File: src/rtl/gp_timer.sv
// gp_timer: prescaled up/down timer with N compare/PWM channels and a registered level irq.
// Define GP_TIMER_PRELOAD_EN to buffer PSC/ARR writes until the next update event.
module gp_timer #(
  parameter int unsigned CNT_W = 16,
  parameter int unsigned PSC_W = 16,
  parameter int unsigned N_CH  = 2
) (
  input  logic             clk,
  input  logic             reset,
  input  logic             wr_en,
  input  logic             rd_en,
  input  logic [3:0]       addr,
  input  logic [31:0]      wdata,
  output logic [31:0]      rdata,
  output logic [CNT_W-1:0] cnt,
  output logic [N_CH-1:0]  cmp_out,
  output logic             irq
);
  localparam logic [3:0] A_CTRL   = 4'h0;
  localparam logic [3:0] A_PSC    = 4'h1;
  localparam logic [3:0] A_ARR    = 4'h2;
  localparam logic [3:0] A_CNT    = 4'h3;
  localparam logic [3:0] A_STATUS = 4'h4;

  logic             en, oneshot, dir, uie, uif;
  logic [N_CH-1:0]  ccie, ccif, ccif_set;
  logic [PSC_W-1:0] psc, psc_cnt, psc_rd;
  logic [CNT_W-1:0] arr, arr_rd, cnt_nxt;
  logic [CNT_W-1:0] ccr [N_CH];
  logic             wr_ctrl, wr_psc, wr_arr, wr_cnt, wr_status;
  logic             tick, at_limit, upd, cnt_load;
  logic [31:0]      rd_mux;
  logic             unused_wdata;

  assign wr_ctrl      = wr_en && addr == A_CTRL;
  assign wr_psc       = wr_en && addr == A_PSC;
  assign wr_arr       = wr_en && addr == A_ARR;
  assign wr_cnt       = wr_en && addr == A_CNT;
  assign wr_status    = wr_en && addr == A_STATUS;
  assign unused_wdata = ^wdata;

  assign tick     = en && (psc_cnt == psc);
  assign at_limit = dir ? (cnt == '0) : (cnt == arr);
  assign upd      = tick && !wr_cnt && at_limit;
  assign cnt_load = tick || wr_cnt;

  always_comb begin
    cnt_nxt = cnt;
    if (wr_cnt) begin
      cnt_nxt = wdata[CNT_W-1:0];
    end else if (tick) begin
      if (at_limit) cnt_nxt = dir ? arr : '0;
      else          cnt_nxt = dir ? cnt - CNT_W'(1) : cnt + CNT_W'(1);
    end
  end

  always_comb begin
    ccif_set = '0;
    cmp_out  = '0;
    for (int unsigned i = 0; i < N_CH; i++) begin
      ccif_set[i] = cnt_load && (cnt_nxt == ccr[i]);
      cmp_out[i]  = cnt < ccr[i];
    end
  end

  always_ff @(posedge clk or posedge reset) begin
    if (reset) begin
      cnt     <= '0;
      psc_cnt <= '0;
    end else begin
      cnt <= cnt_nxt;
      if (wr_cnt || tick) psc_cnt <= '0;
`ifndef GP_TIMER_PRELOAD_EN
      else if (wr_psc)    psc_cnt <= '0;
`endif
      else if (en)        psc_cnt <= psc_cnt + PSC_W'(1);
    end
  end

`ifdef GP_TIMER_PRELOAD_EN
  logic [PSC_W-1:0] psc_sh, psc_sh_nxt;
  logic [CNT_W-1:0] arr_sh, arr_sh_nxt;

  // Same-cycle shadow writes are forwarded so a disabled timer picks them up at once.
  assign psc_sh_nxt = wr_psc ? wdata[PSC_W-1:0] : psc_sh;
  assign arr_sh_nxt = wr_arr ? wdata[CNT_W-1:0] : arr_sh;
  assign psc_rd     = psc_sh;
  assign arr_rd     = arr_sh;

  always_ff @(posedge clk or posedge reset) begin
    if (reset) begin
      psc_sh <= '0;
      arr_sh <= '0;
      psc    <= '0;
      arr    <= '0;
    end else begin
      psc_sh <= psc_sh_nxt;
      arr_sh <= arr_sh_nxt;
      if (upd || !en) begin
        psc <= psc_sh_nxt;
        arr <= arr_sh_nxt;
      end
    end
  end
`else
  assign psc_rd = psc;
  assign arr_rd = arr;

  always_ff @(posedge clk or posedge reset) begin
    if (reset) begin
      psc <= '0;
      arr <= '0;
    end else begin
      if (wr_psc) psc <= wdata[PSC_W-1:0];
      if (wr_arr) arr <= wdata[CNT_W-1:0];
    end
  end
`endif

  always_ff @(posedge clk or posedge reset) begin
    if (reset) begin
      for (int unsigned i = 0; i < N_CH; i++) ccr[i] <= '0;
    end else begin
      for (int unsigned i = 0; i < N_CH; i++)
        if (wr_en && addr[3] && addr[2:0] == 3'(i)) ccr[i] <= wdata[CNT_W-1:0];
    end
  end

  always_ff @(posedge clk or posedge reset) begin
    if (reset) begin
      en      <= 1'b0;
      oneshot <= 1'b0;
      dir     <= 1'b0;
      uie     <= 1'b0;
      ccie    <= '0;
      uif     <= 1'b0;
      ccif    <= '0;
      irq     <= 1'b0;
    end else begin
      // A software CTRL write overrides the one-shot auto-disable in the same cycle.
      if (wr_ctrl) begin
        en      <= wdata[0];
        oneshot <= wdata[1];
        dir     <= wdata[2];
        uie     <= wdata[8];
        ccie    <= wdata[9 +: N_CH];
      end else if (upd && oneshot) begin
        en <= 1'b0;
      end
      uif  <= (uif && !(wr_status && wdata[0])) || upd;
      ccif <= (ccif & ~({N_CH{wr_status}} & wdata[1 +: N_CH])) | ccif_set;
      irq  <= (uif && uie) || |(ccif & ccie);
    end
  end

  always_comb begin
    rd_mux = '0;
    case (addr)
      A_CTRL: begin
        rd_mux[0]         = en;
        rd_mux[1]         = oneshot;
        rd_mux[2]         = dir;
        rd_mux[8]         = uie;
        rd_mux[9 +: N_CH] = ccie;
      end
      A_PSC:    rd_mux[PSC_W-1:0] = psc_rd;
      A_ARR:    rd_mux[CNT_W-1:0] = arr_rd;
      A_CNT:    rd_mux[CNT_W-1:0] = cnt;
      A_STATUS: begin
        rd_mux[0]         = uif;
        rd_mux[1 +: N_CH] = ccif;
      end
      default: begin
        for (int unsigned i = 0; i < N_CH; i++)
          if (addr[3] && addr[2:0] == 3'(i)) rd_mux[CNT_W-1:0] = ccr[i];
      end
    endcase
  end

  always_ff @(posedge clk or posedge reset) begin
    if (reset)      rdata <= '0;
    else if (rd_en) rdata <= rd_mux;
  end

endmodule

File: config.mk
export PLATFORM = sky130hd
export DESIGN_NAME = gp_timer
export DESIGN_NICKNAME = d
export VERILOG_FILES = /design/src/rtl/gp_timer.sv
export SDC_FILE = /design/constraint.sdc
export NUM_CORES = 1
export LEC_CHECK = 0
export BUFFER_PORTS_ARGS = -buffer_cell sky130_fd_sc_hd__buf_2
export CORE_MARGIN = 2
export CORE_UTILIZATION = 60
export DETAILED_ROUTE_END_ITERATION = 10
export PLACE_DENSITY_LB_ADDON = 0.15
export SLEW_MARGIN = 5
export SYNTH_ARGS = -nofsm -noshare
export SYNTH_HDL_FRONTEND = slang
export SYNTH_SLANG_ARGS = --single-unit
File: constraint.sdc
create_clock -name clk -period 9.1 [get_ports clk]
set_input_delay 1.82 -clock clk [delete_from_list [all_inputs] [get_ports clk]]
set_output_delay 1.82 -clock clk [all_outputs]
set_load 0.02 [all_outputs]
---- Word-level counts from Yosys, hierarchy flattened ----
Cells that the tools add are included.
word-level totals
  register bits ........................... 122
  input bits .............................. 40
  output and inout port bits .............. 51
  word-level logic and storage cells ...... 82
operators by class
  add/subtract/negate cells ............... 3
  order comparisons ....................... 2
  equality and inequality tests ........... 9
  multiplexer cells ....................... 17
  bitwise operators ....................... 5
  reductions and logical operators ........ 31
operators with widths
  cell                                                                    count
  16-bit two-way mux                                                      10
  16-bit equality test                                                    4
  5-bit case mux with 4 select lines                                      2
  16-bit by 1-bit adder with 16-bit output (second input constant)        2
  16-bit less-than comparator                                             2
  3-bit case mux with 5 select lines                                      2
  1-bit logical AND                                                       19
  16-bit zero test                                                        1
  16-bit by 1-bit subtractor with 16-bit output (second input constant)   1
  4-bit by 2-bit equality test with 1-bit output (second input constant)  2
  2-bit bitwise AND                                                       3
  4-bit by 1-bit equality test with 1-bit output (second input constant)  1
  4-bit by 3-bit equality test with 1-bit output (second input constant)  1
  4-bit zero test                                                         1
  2-bit OR reduction                                                      2
  3-bit by 1-bit equality test with 1-bit output (second input constant)  1
  3-bit zero test                                                         1
  1-bit logical OR                                                        3
  1-bit two-way mux                                                       3
  3-bit nonzero test                                                      1
  1-bit zero test                                                         2
  2-bit NOT                                                               1
  2-bit bitwise OR                                                        1
  2-bit nonzero test                                                      1

---- Longest topological paths before layout ----
  depth after elaboration ................. 8
  gate-level depth with buffers ........... 14
  mapped depth without buffers ............ 12

---- Worst setup path after synthesis ----
No wires, ideal clock.
  path kind ............................... input port to flip-flop
  from .................................... in addr[2]
  to ...................................... reg ccif[1]
  setup time .............................. 76 ps
  arrival time ............................ 4141 ps
  data required time ...................... 9024 ps
  path slack .............................. 4883 ps
  cell stages on the path ................. 12
  path buffers ............................ 4
  cells stage by stage .................... buf_6 -> or3b_1 -> buf_2 -> or2_4 -> buf_6 -> buf_6 -> nor4_4 -> nor3_1 -> a211o_1 -> a2111oi_2 -> nand4_1 -> o21ai_1
on the way
  longest elaborated chain between the ends .. 6
  elaborated cells between the ends (all ways) .. 12
  classes of those cells .................. eq/ne (3); mux (1); bitwise (4); reduce/logical (4)
ends and longest elaborated chain
  what                                                                                                                     line     text
  from (decl)                                                                                                              12       input logic [3:0] addr,
  4-bit by 2-bit equality test with 1-bit output / 4-bit by 3-bit equality test with 1-bit output (equally long branches)  38, 39
  1-bit logical AND, on equally long branches                                                                              38, 39
  16-bit two-way mux / 2-bit bitwise AND (equally long branches)                                                           49, 151
  16-bit equality test / 2-bit NOT (equally long branches)                                                                 61, 151
  1-bit logical AND / 2-bit bitwise AND (equally long branches)                                                            61, 151
  2-bit bitwise OR (*)                                                                                                     151      ccif <= (ccif & ~({N_CH{wr_status}} & wdata[1 +: N_CH])) | ccif_set;
  to (signal assigned)                                                                                                     151
  to (decl)                                                                                                                26       logic [N_CH-1:0] ccie, ccif, ccif_set;
Every way passes the cells marked *; elsewhere a longest branch is shown, timed or not.
A chain may end at the register's enable or synchronous reset.

---- Worst setup path after layout ----
  from .................................... in addr[1]
  to ...................................... reg ccif[1]
Same word-level chain as after synthesis.

==> flow_metrics.env <==
export IMPL_status="completed"
export IMPL_path_max_fanout=25
export IMPL_ys_types=83
export IMPL_fillers=1269
export IMPL_yosysTopAreaCell="dfrtp_1"
export IMPL_fp_dieW_um=126
export IMPL_drive_gt1_share_pct=15.7
export IMPL_cts_tree="built"
export IMPL_netlist_area_mm2=0.00888
export IMPL_grt_start_max_net_pins=68
export IMPL_dp_hpwl_um=21100
export IMPL_grt_pass1_vias=7590
export IMPL_ant_nets=0
export IMPL_area_growth_pct=9.85
export IMPL_initial_utilization_pct=61.4
export IMPL_hold_path_depth=2
export IMPL_cp_startpoint="addr[1]"
export IMPL_layout_commonest_cell="dfrtp_1"
export IMPL_die_y_um=126
export IMPL_power_total_uw=2550
export IMPL_gr_total_overflow=0
export IMPL_timing_fmax_mhz=187
export IMPL_path_depth=12
export IMPL_vdd_drop_max_uv=128
export IMPL_hold_violations=0
export IMPL_wire_per_inst_um=23.5
export IMPL_maxSlewHeadroom_pct=33.1
export IMPL_cts_hold_buf=0
export IMPL_grt_usage_pct=37.3
export IMPL_rsz0062_at_grt="no"
export IMPL_synth_enable_flop_cells=0
export IMPL_setup_worst_path_end_class="flop"
export IMPL_leakagePower_uw=0.00456
export IMPL_io_buffers=58
export IMPL_hp_class="reg -> reg"
export IMPL_crit_chain="buf_2 > or3b_1 > or2_4 > nand4_2 > nor2_1 > buf_4 > a2bb2oi_2 > xnor2_1 > nand2_1 > a2111oi_0 > nand4_1 > o21ai_1"
export IMPL_min_period_over_period_pct=58.6
export IMPL_crit_family="simple AND/OR/NAND/NOR gates"
export IMPL_tightest_slew_ns=1.00
export IMPL_drc=0
export IMPL_min_to="ccr[27]"
export IMPL_clkSinkCount=122
export IMPL_finClkSkew_ns=0.00750
export IMPL_cts_resized=0
export IMPL_whs_ns=0.505
export IMPL_cts_buffers_inserted=17
export IMPL_antenna_found_initial=0
export IMPL_yosys_warnings=0
export IMPL_crit_buf_inv=2
export IMPL_r2r_start="dir"
export IMPL_synth_seq_cells=122
export IMPL_slew_viol_final=0
export IMPL_async_reset_ff_share_pct=100
export IMPL_cp_required_ns=9.45
export IMPL_ys_seq_area_share_pct=34.4
export IMPL_antenna_cells=0
export IMPL_htree_levels=4
export IMPL_setup_violations=0
export IMPL_critPathLaunchType="primary input"
export IMPL_vias_per_cell=6.59
export IMPL_maxCapViolCount=0
export IMPL_rows=44
export IMPL_num_vias=8173
export IMPL_tns_ns=0
export IMPL_io_pins=91
export IMPL_finalCriticalPeriod_ns=5.33
export IMPL_r2r_end="ccif[0]"
export IMPL_drt_initial_drc_count=999
export IMPL_critPathKind="in -> reg"
export IMPL_ys_flop_type="dfrtp_1"
export IMPL_critPathArrivalTime_ns=5.68
export IMPL_cts_root_buf="clkbuf_16"
export IMPL_postRouteWirelength_um=29100
export IMPL_core_area_mm2=0.0145
export IMPL_clkTransAtPathRegs_ns=0.06
export IMPL_clock_latency_ns=0.43
export IMPL_final_cell_mix="dfrtp_1 (122), nand2_1 (96), o21ai_0 (83)"
export IMPL_yosys_area_top_type_share_pct=34.4
export IMPL_reg2reg_setup_slack_ns=4.61
export IMPL_cts_max_path_buffers=2
export IMPL_fin_util_pct=67.4
export IMPL_place_congestion=1.01
export IMPL_grt_first_pass_wirelength_um=44600
export IMPL_power_density_mw_per_mm2=262
export IMPL_r2r_cells=12
export IMPL_syn_area_per_cell_um2=8.75
export IMPL_postSynthCellCount=1015
export IMPL_finalNetCount=1130
export IMPL_dieArea_mm2=0.0158
export IMPL_hold_start="ccr[27]"
export IMPL_synth_area_leaders="dfrtp_1 (34%), ha_1 (6.3%), mux2_2 (5.3%), o21ai_0 (4.7%), xor2_1 (4.3%)"
export IMPL_critPathSlowestCell="nor2_1"
export IMPL_first_pass_iters=6
export IMPL_post_cts_repair_setup_buffers=0
export IMPL_critPathMaxStageDelay_ns=0.62
-- worst register-to-register path, cell delays in order (launching register included) --
cell and delay (ns):
dfrtp_1 0.90, inv_1 0.23, fa_1 0.45, nand2b_1 0.18, a21oi_1 0.39, a2bb2oi_1 0.34, xor2_1 0.28, mux2i_1 0.16
o2111ai_1 0.22, o21ai_0 0.14, a2111oi_0 0.69, nand4_1 0.26, o21ai_1 0.18
-- Yosys cell counts (4+ instances only) --
| cell | count |
|---|---|
| a2111oi_0 | 4 |
| a211o_1 | 6 |
| a211oi_1 | 7 |
| a21o_1 | 24 |
| a21oi_1 | 54 |
| a221oi_1 | 4 |
| a22oi_1 | 12 |
| a31oi_1 | 19 |
| and3_1 | 6 |
| and4_1 | 5 |
| buf_2 | 6 |
| buf_4 | 16 |
| buf_6 | 6 |
| clkbuf_1 | 40 |
| dfrtp_1 | 122 |
| ha_1 | 45 |
| inv_1 | 62 |
| mux2_2 | 42 |
| mux2i_1 | 14 |
| nand2_1 | 96 |
| nand2b_1 | 13 |
| nand3_1 | 24 |
| nand4_1 | 16 |
| nor2_1 | 76 |
| nor3_1 | 16 |
| nor4_1 | 9 |
| o211ai_1 | 7 |
| o21a_1 | 5 |
| o21ai_0 | 83 |
| o22a_1 | 4 |
| o22ai_1 | 11 |
| o31ai_1 | 7 |
| or3_1 | 5 |
| xnor2_1 | 24 |
| xor2_1 | 44 |
-- logic make-up after synthesis --
logic type                 share of synthesized area, %
and+or+nand+nor                                    16.2
AOI/OAI and AO/OA                                  21.6
buffers and inverters                              6.90
DFF                                                34.4
xor gates and xnor gates                           6.70
muxes                                              7.56
adders and majority gates                          6.56
other                                            0.0422
-- power by group --
group	total (uW)	switching (uW)	leakage (uW)	internal (uW)
sequential	867	217	0.00153	649
clock	706	266	0.000294	440
combinational	980	575	0.00274	405
total	2550	1060	0.00456	1490
-- routing by layer --
metal,GRT usage [%],up-vias,share of wire (%)
met1,50.1,3892,41
li1,-,3697,-
met4,18.6,0,5.0
met5,0,-,0
met2,56.7,488,44
met3,8.96,96,10
-- state kept, by name, summed over array words and instances, names as in the netlist, 2 cells and up --
name,flops
cnt,16
ccif,2
ccr,32
ccie,2
psc,16
psc_cnt,16
arr,16
rdata,16
-- worst max-delay path by stage --
stage | end | slack, ns
6_report | ccif[1] | 3.77
2_1_floorplan | arr[0] | 4.04
3_3_place_gp | ccif[1] | 3.63
4_1_cts | ccif[1] | 3.94
3_5_place_dp | ccif[1] | 3.55
5_1_grt | ccif[1] | 3.53
-- final cells by class --
type	instances	area, um^2	area share, %
Multi-Input combinational cell	775	5280	54.1
Sequential cell	122	3050	31.3
Clock buffer	19	443	4.54
Timing Repair Buffer	66	350	3.59
Inverter	62	235	2.41
Tap cell	184	230	2.36
Clock inverter	13	168	1.72
-- per-stage QoR --
step                      cell area, um^2  setup WS (ns)  std cells
after floorplan                      8940           4.04       1030
after global placement               9150           3.63       1209
after detailed placement             9150           3.55       1209
after CTS                            9760           3.94       1241
after global routing                 9760           3.53       1241
final                                9760           3.77       1241
Note: power is estimated with default switching activity, not from simulation.
